`config.mk`:
```
export PLATFORM = sky130hd
export DESIGN_NAME = mem_bus_arbiter
export DESIGN_NICKNAME = d
export VERILOG_FILES = /design/src/rtl/mem_bus_arbiter.sv
export SDC_FILE = /design/constraint.sdc
export NUM_CORES = 1
export LEC_CHECK = 0
export BUFFER_PORTS_ARGS = -buffer_cell sky130_fd_sc_hd__buf_2
export CORE_AREA = 5 5 152 154
export DETAILED_ROUTE_END_ITERATION = 7
export DIE_AREA = 0 0 157 159
export HOLD_SLACK_MARGIN = 0.06
export SETUP_SLACK_MARGIN = 0.5
export SLEW_MARGIN = 10
export SYNTH_ARGS = -nofsm -noshare
export SYNTH_HDL_FRONTEND = slang
export SYNTH_SLANG_ARGS = --single-unit
```
`constraint.sdc`:
```
create_clock -name clock -period 3.5 [get_ports clock]
set_input_delay 0.175 -clock clock [delete_from_list [all_inputs] [get_ports clock]]
set_output_delay 0.175 -clock clock [all_outputs]
set_load 0.1 [all_outputs]
```
`src/rtl/mem_bus_arbiter.sv`:
```
// Two-requester arbiter for a tagged, non-blocking memory port.
// The grant is held while memory stalls, and returned tags are steered to the requester that issued them.
module mem_bus_arbiter #(
  parameter int MAX_WAIT = 4,
  parameter int NUM_TAGS = 16
) (
  input  logic        clock,
  input  logic        reset,
  input  logic [1:0]  icache_command,
  input  logic [31:0] icache_addr,
  input  logic [1:0]  dcache_command,
  input  logic [31:0] dcache_addr,
  input  logic [63:0] dcache_wdata,
  input  logic [3:0]  Imem2proc_response,
  input  logic [63:0] Imem2proc_data,
  input  logic [3:0]  Imem2proc_tag,
  output logic [1:0]  proc2mem_command,
  output logic [31:0] proc2mem_addr,
  output logic [63:0] proc2mem_data,
  output logic [3:0]  icache_response,
  output logic [3:0]  icache_tag,
  output logic [3:0]  dcache_response,
  output logic [3:0]  dcache_tag,
  output logic [63:0] mem_data_out,
  output logic [4:0]  icache_outstanding,
  output logic [4:0]  dcache_outstanding,
  output logic        arb_error
);

  // Bus encoding: 0 = none, 1 = load, 2 = store
  localparam logic [1:0] BUS_NONE = 2'd0;
  localparam logic [1:0] BUS_LOAD = 2'd1;
  localparam logic [3:0] MAX_WAIT_V = 4'(MAX_WAIT);

  typedef enum logic [1:0] {FREE, LOCK_I, LOCK_D} state_t;

  state_t state_reg, state_next;
  logic [3:0] starve_reg, starve_next;
  logic [NUM_TAGS-1:0] valid_reg, valid_next;
  logic [NUM_TAGS-1:0] owner_reg, owner_next;   // 1 = dcache, 0 = icache
  logic [4:0] icache_out_reg, icache_out_next;
  logic [4:0] dcache_out_reg, dcache_out_next;
  logic arb_error_reg, arb_error_next;

  logic i_act, d_act;
  logic grant_i, grant_d;
  logic mem_accept, load_accept;
  logic ret_hit, ret_owner;
  logic ovr, ovr_owner;

  assign i_act = (icache_command != BUS_NONE);
  assign d_act = (dcache_command != BUS_NONE);

  always_comb begin
    grant_i    = 1'b0;
    grant_d    = 1'b0;
    state_next = FREE;
    case (state_reg)
      FREE: begin
        if (i_act && (starve_reg == MAX_WAIT_V)) grant_i = 1'b1;
        else if (d_act)                          grant_d = 1'b1;
        else if (i_act)                          grant_i = 1'b1;
      end
      LOCK_I:  grant_i = i_act;
      LOCK_D:  grant_d = d_act;
      default: ;
    endcase
    // A stalled grant is held; acceptance or a cancel returns to FREE.
    if (grant_i && (Imem2proc_response == 4'd0))      state_next = LOCK_I;
    else if (grant_d && (Imem2proc_response == 4'd0)) state_next = LOCK_D;
  end

  assign proc2mem_command = grant_i ? icache_command : (grant_d ? dcache_command : BUS_NONE);
  assign proc2mem_addr    = grant_i ? icache_addr : (grant_d ? dcache_addr : 32'd0);
  assign proc2mem_data    = grant_d ? dcache_wdata : 64'd0;
  assign icache_response  = grant_i ? Imem2proc_response : 4'd0;
  assign dcache_response  = grant_d ? Imem2proc_response : 4'd0;
  assign mem_data_out     = Imem2proc_data;

  assign mem_accept  = (grant_i || grant_d) && (Imem2proc_response != 4'd0);
  assign load_accept = mem_accept && (proc2mem_command == BUS_LOAD);

  always_comb begin
    starve_next = starve_reg;
    if (!i_act || (grant_i && mem_accept)) starve_next = 4'd0;
    else if (starve_reg < MAX_WAIT_V)      starve_next = starve_reg + 4'd1;
  end

  // Routing looks at the registered table only, so a tag never returns in its accept cycle.
  assign ret_hit    = (Imem2proc_tag != 4'd0) && valid_reg[Imem2proc_tag];
  assign ret_owner  = owner_reg[Imem2proc_tag];
  assign icache_tag = (ret_hit && !ret_owner) ? Imem2proc_tag : 4'd0;
  assign dcache_tag = (ret_hit &&  ret_owner) ? Imem2proc_tag : 4'd0;

  assign ovr = load_accept && valid_reg[Imem2proc_response] &&
               !(ret_hit && (Imem2proc_tag == Imem2proc_response));
  assign ovr_owner = owner_reg[Imem2proc_response];

  generate
    for (genvar gi = 0; gi < NUM_TAGS; gi++) begin : g_entry
      localparam logic [3:0] IDX = 4'(gi);
      logic set_e, clr_e;
      assign set_e = load_accept && (Imem2proc_response == IDX);
      assign clr_e = ret_hit && (Imem2proc_tag == IDX);
      assign valid_next[gi] = set_e ? 1'b1 : (clr_e ? 1'b0 : valid_reg[gi]);
      assign owner_next[gi] = set_e ? grant_d : owner_reg[gi];
    end
  endgenerate

  // An overwritten entry also retires its previous owner's count to keep counts matching the table.
  always_comb begin
    icache_out_next = icache_out_reg
                    + {4'd0, load_accept && grant_i}
                    - {4'd0, ret_hit && !ret_owner}
                    - {4'd0, ovr && !ovr_owner};
    dcache_out_next = dcache_out_reg
                    + {4'd0, load_accept && grant_d}
                    - {4'd0, ret_hit && ret_owner}
                    - {4'd0, ovr && ovr_owner};
    arb_error_next  = arb_error_reg || ovr ||
                      ((Imem2proc_tag != 4'd0) && !valid_reg[Imem2proc_tag]);
  end

  always_ff @(posedge clock) begin
    if (!reset) begin
      state_reg      <= FREE;
      starve_reg     <= 4'd0;
      valid_reg      <= '0;
      owner_reg      <= '0;
      icache_out_reg <= 5'd0;
      dcache_out_reg <= 5'd0;
      arb_error_reg  <= 1'b0;
    end else begin
      state_reg      <= state_next;
      starve_reg     <= starve_next;
      valid_reg      <= valid_next;
      owner_reg      <= owner_next;
      icache_out_reg <= icache_out_next;
      dcache_out_reg <= dcache_out_next;
      arb_error_reg  <= arb_error_next;
    end
  end

  assign icache_outstanding = icache_out_reg;
  assign dcache_outstanding = dcache_out_reg;
  assign arb_error          = arb_error_reg;

endmodule

```
==> impl_metrics.csv <==
group,metric,value,unit
yosys,synth_flop_type,"sky130_fd_sc_hd__dfxtp_1",
finish,regArea,993,um^2
power_and_ir_drop,switching_share,53.3,%
timing,layout_min_cycle_time,3080,ps
worst_setup_path,cp_data_arrival_time,3280,ps
run_status,status,"complete, no violations",
power_and_ir_drop,clock_power_share,21.6,%
die,ioPinCount,395,
route,drtIter0Drc,303,
die,die_height,159,um
clock_tree,clockBufferDepth,2,
grt,grt_remaining_overflow,0,
clock_tree,numClockSinks,49,
die,core_area,21600,um^2
timing,clock-skew-final,6.69,ps
timing,finalHoldViolCount,0,
die,die_area,25000,um^2
die,fp.dieW,157,um
yosys,synth_top_area_cell,"sky130_fd_sc_hd__dfxtp_1",
yosys,netlist.area_leader.share,21.9,%
route,drt_wl_total,20600,um
route,detailroute.wirelength.met2,10800,um
clock_tree,cts-htree-levels,2,
yosys,synthDistinctLibCells,58,
hold_path,hold_path_class,"input port to primary output",
power_and_ir_drop,static-leakage-power,2.84,nW
finish,layout-drive-gt1-share,52.3,%
power_and_ir_drop,intPower,1.26,mW
power_and_ir_drop,total_switching_power,1.43,mW
route,dr.pass1.iters,4,
yosys,synth-seq-area-share,21.9,%
yosys,most_frequent_cells_after_synthesis,"sky130_fd_sc_hd__and2_1, sky130_fd_sc_hd__buf_4, sky130_fd_sc_hd__dfxtp_1",
timing,hold_ws,350,ps
yosys,yosysWarningCount,0,
finish,multi_input_area,2900,um^2
worst_setup_path,r2r-end,"dcache_outstanding[3]",
timing,setup_viol,0,
place,dp.final_hpwl,17800,um
worst_setup_path,crit-reg2reg-launch,"owner_reg[13]",
worst_setup_path,setup.worst_path.start,"owner_reg[13]",
worst_setup_path,cp_data_required_time,3700,ps
yosys,syn-num-nets,730,
route,post_drt_via_cell_ratio,4.49,
power_and_ir_drop,p_total,2.69,mW
run,number_of_max_capacitance_violations_reported,0,
worst_setup_path,worstSetupEndpointType,"flip-flop",
grt,first_global_vias,4229,
power_and_ir_drop,power_per_cell_area,446,nW/um^2
grt,gr-usage-all-layers,15.6,%
grt,grt_max_degree,108,
route,drcViolationCount,0,
yosys,synthTopCellsByArea,"sky130_fd_sc_hd__dfxtp_1, sky130_fd_sc_hd__and2_1, sky130_fd_sc_hd__buf_4",
clock_tree,numCtsBuffers,5,
die,floorplan.rows,54,
clock_tree,clock_insertion_delay_worst_skew,300,ps
route,top_layer,"met5",
yosys,yosysMostFrequentCell,"sky130_fd_sc_hd__and2_1",
finish,finalNetCount,925,
worst_setup_path,crit_path_max_fanout,3,
yosys,synthesis.instances,508,
clock_tree,cts_tree,"yes",
die,initial_core_util,20.8,%
route,route.antenna.remaining_nets,0,
worst_setup_path,worstRegToRegCells,10,
power_and_ir_drop,comb_power_share,55.6,%
timing,worst_slew_slack_as_a_fraction_of_its_limit,47.9,%
route,detail_route.wl_per_cell,20.9,um
worst_setup_path,internal_reg_to_reg_setup_slack,420,ps
timing,timing.final.max_slew_violations,0,
timing,achievable-frequency,325,MHz
yosys,synthesis.area,4480,um^2
yosys,async_reset_ff_share,0,%
yosys,synth-seq-cells,49,
yosys,number_of_enable_type_register_cells_in_the_synthesized_netlist,0,
yosys,synth.avg_cell_area,8.82,um^2
grt,initial_antenna_violation_count,14,
timing,worst-slew-pin-transition,781,ps
place,gp_congestion,0.866,
clock_tree,clock_tree.root_cell,"sky130_fd_sc_hd__clkbuf_16",
route,met1_wirelength,7450,um
finish,final_util,28.0,%
worst_setup_path,timing.critical_path.to,"dcache_outstanding[3]",
power_and_ir_drop,vdd_ir_drop_max,276,uV
clock_tree,clkSlewWorstSetupHoldPaths,70,ps
place,port_buffers,266,
timing,final.period_utilization,88.0,%
route,num_vias,4434,
worst_setup_path,critical_path_class,"flip-flop to flip-flop",
worst_setup_path,critical_path_startpoint_category,"flip-flop",
timing,rsz0062_at_grt,"true",
power_and_ir_drop,reg_power_share,22.8,%
grt,grt_first_pass_wirelength,29000,um
finish,area_growth_syn_to_layout,34.5,%
route,wl_met3,1900,um
finish,final.fill_count,2331,
## layout make-up
cell class	count	area share, %
Antenna cell	3	0.125
Clock buffer	5	2.08
Clock inverter	3	0.789
Inverter	25	1.56
Multi-Input combinational cell	335	48.1
Sequential cell	49	16.5
Tap cell	280	5.82
Timing Repair Buffer	287	25.1
## metal layers
layer / global-route usage, % / up-vias
met5: 0 / -
met4: 2.84 / 12
met3: 4.97 / 33
met2: 28.8 / 244
met1: 17.6 / 2050
li1: - / 2095
## metrics by stage
step | setup TNS, ps | cells | setup slack [ps] | area (um^2)
floorplan | -487 | 508 | -258 | 4630
global placement | 0 | 966 | 209 | 5760
detailed placement | 0 | 966 | 142 | 5760
CTS | 0 | 976 | 381 | 5950
global route | 0 | 985 | 330 | 6020
finish | 0 | 987 | 421 | 6020
## kinds of logic after synthesis
| group | count (synthesis) | synth area share (%) |
|---|---|---|
| flip-flops | 49 | 21.9 |
| adder cells (fa/ha/maj) | 16 | 5.14 |
| multiplexers | 36 | 12.4 |
| buffers and inverters | 124 | 16.7 |
| AO/OA/AOI/OAI | 100 | 19.1 |
| XOR/XNOR | 10 | 1.96 |
| AND/OR/NAND/NOR | 173 | 22.8 |
## what timing repair did
| action | 4_1_cts | 5_1_grt |
|---|---|---|
| setup endpoints to repair | 6 | 6 |
| pin swaps | 10 | 5 |
| setup buffers | 2 | 8 |
| resized for setup | 8 | 4 |
| hold buffers | 0 | 0 |
## how the worst min path moves through the flow
stage / start / to / cells past startpoint
finish: Imem2proc_data[20] / mem_data_out[20] / 0
global route: Imem2proc_data[36] / mem_data_out[36] / 0
CTS: Imem2proc_data[14] / mem_data_out[14] / 0
detailed placement: Imem2proc_data[14] / mem_data_out[14] / 0
global placement: Imem2proc_data[14] / mem_data_out[14] / 0
floorplan: Imem2proc_response[3] / valid_reg[4] / 3
## power by group through the flow
stage	sequential (mW)	combinational [mW]	clock, mW
2_1_floorplan	0.779	1.38	0
3_3_place_gp	0.627	1.49	0
3_5_place_dp	0.627	1.50	0
4_1_cts	0.614	1.50	0.588
5_1_grt	0.618	1.56	0.620
6_report	0.614	1.49	0.580
## cells in the final DEF (no fill, tap or decap), drive strengths merged, types with 4 or more instances in the layout
cell type  instances
mux4              15
clkbuf             5
o21a              11
a22o              32
buf              287
nand2b             4
nand4              5
ha                12
nor2              12
mux2i             17
mux2               4
fa                 4
nand2             24
a21oi              7
and2              90
xor2               4
a2111oi            4
nor2b              9
nand4b             4
xnor2              6
inv               27
o21ai             13
a21boi            11
and3               4
nand3              5
dfxtp             49
## worst max-delay path, cell delays in order, from the launching register on
cell                       delay (ps)
sky130_fd_sc_hd__dfxtp_2          340
sky130_fd_sc_hd__mux4_2           460
sky130_fd_sc_hd__mux4_2           540
sky130_fd_sc_hd__a21boi_4         170
sky130_fd_sc_hd__inv_2             60
sky130_fd_sc_hd__fa_2             440
sky130_fd_sc_hd__ha_4             180
sky130_fd_sc_hd__ha_4             150
sky130_fd_sc_hd__fa_2             330
sky130_fd_sc_hd__xor2_1           160
sky130_fd_sc_hd__and2_1           150
Power figures use the tool's default switching activity.
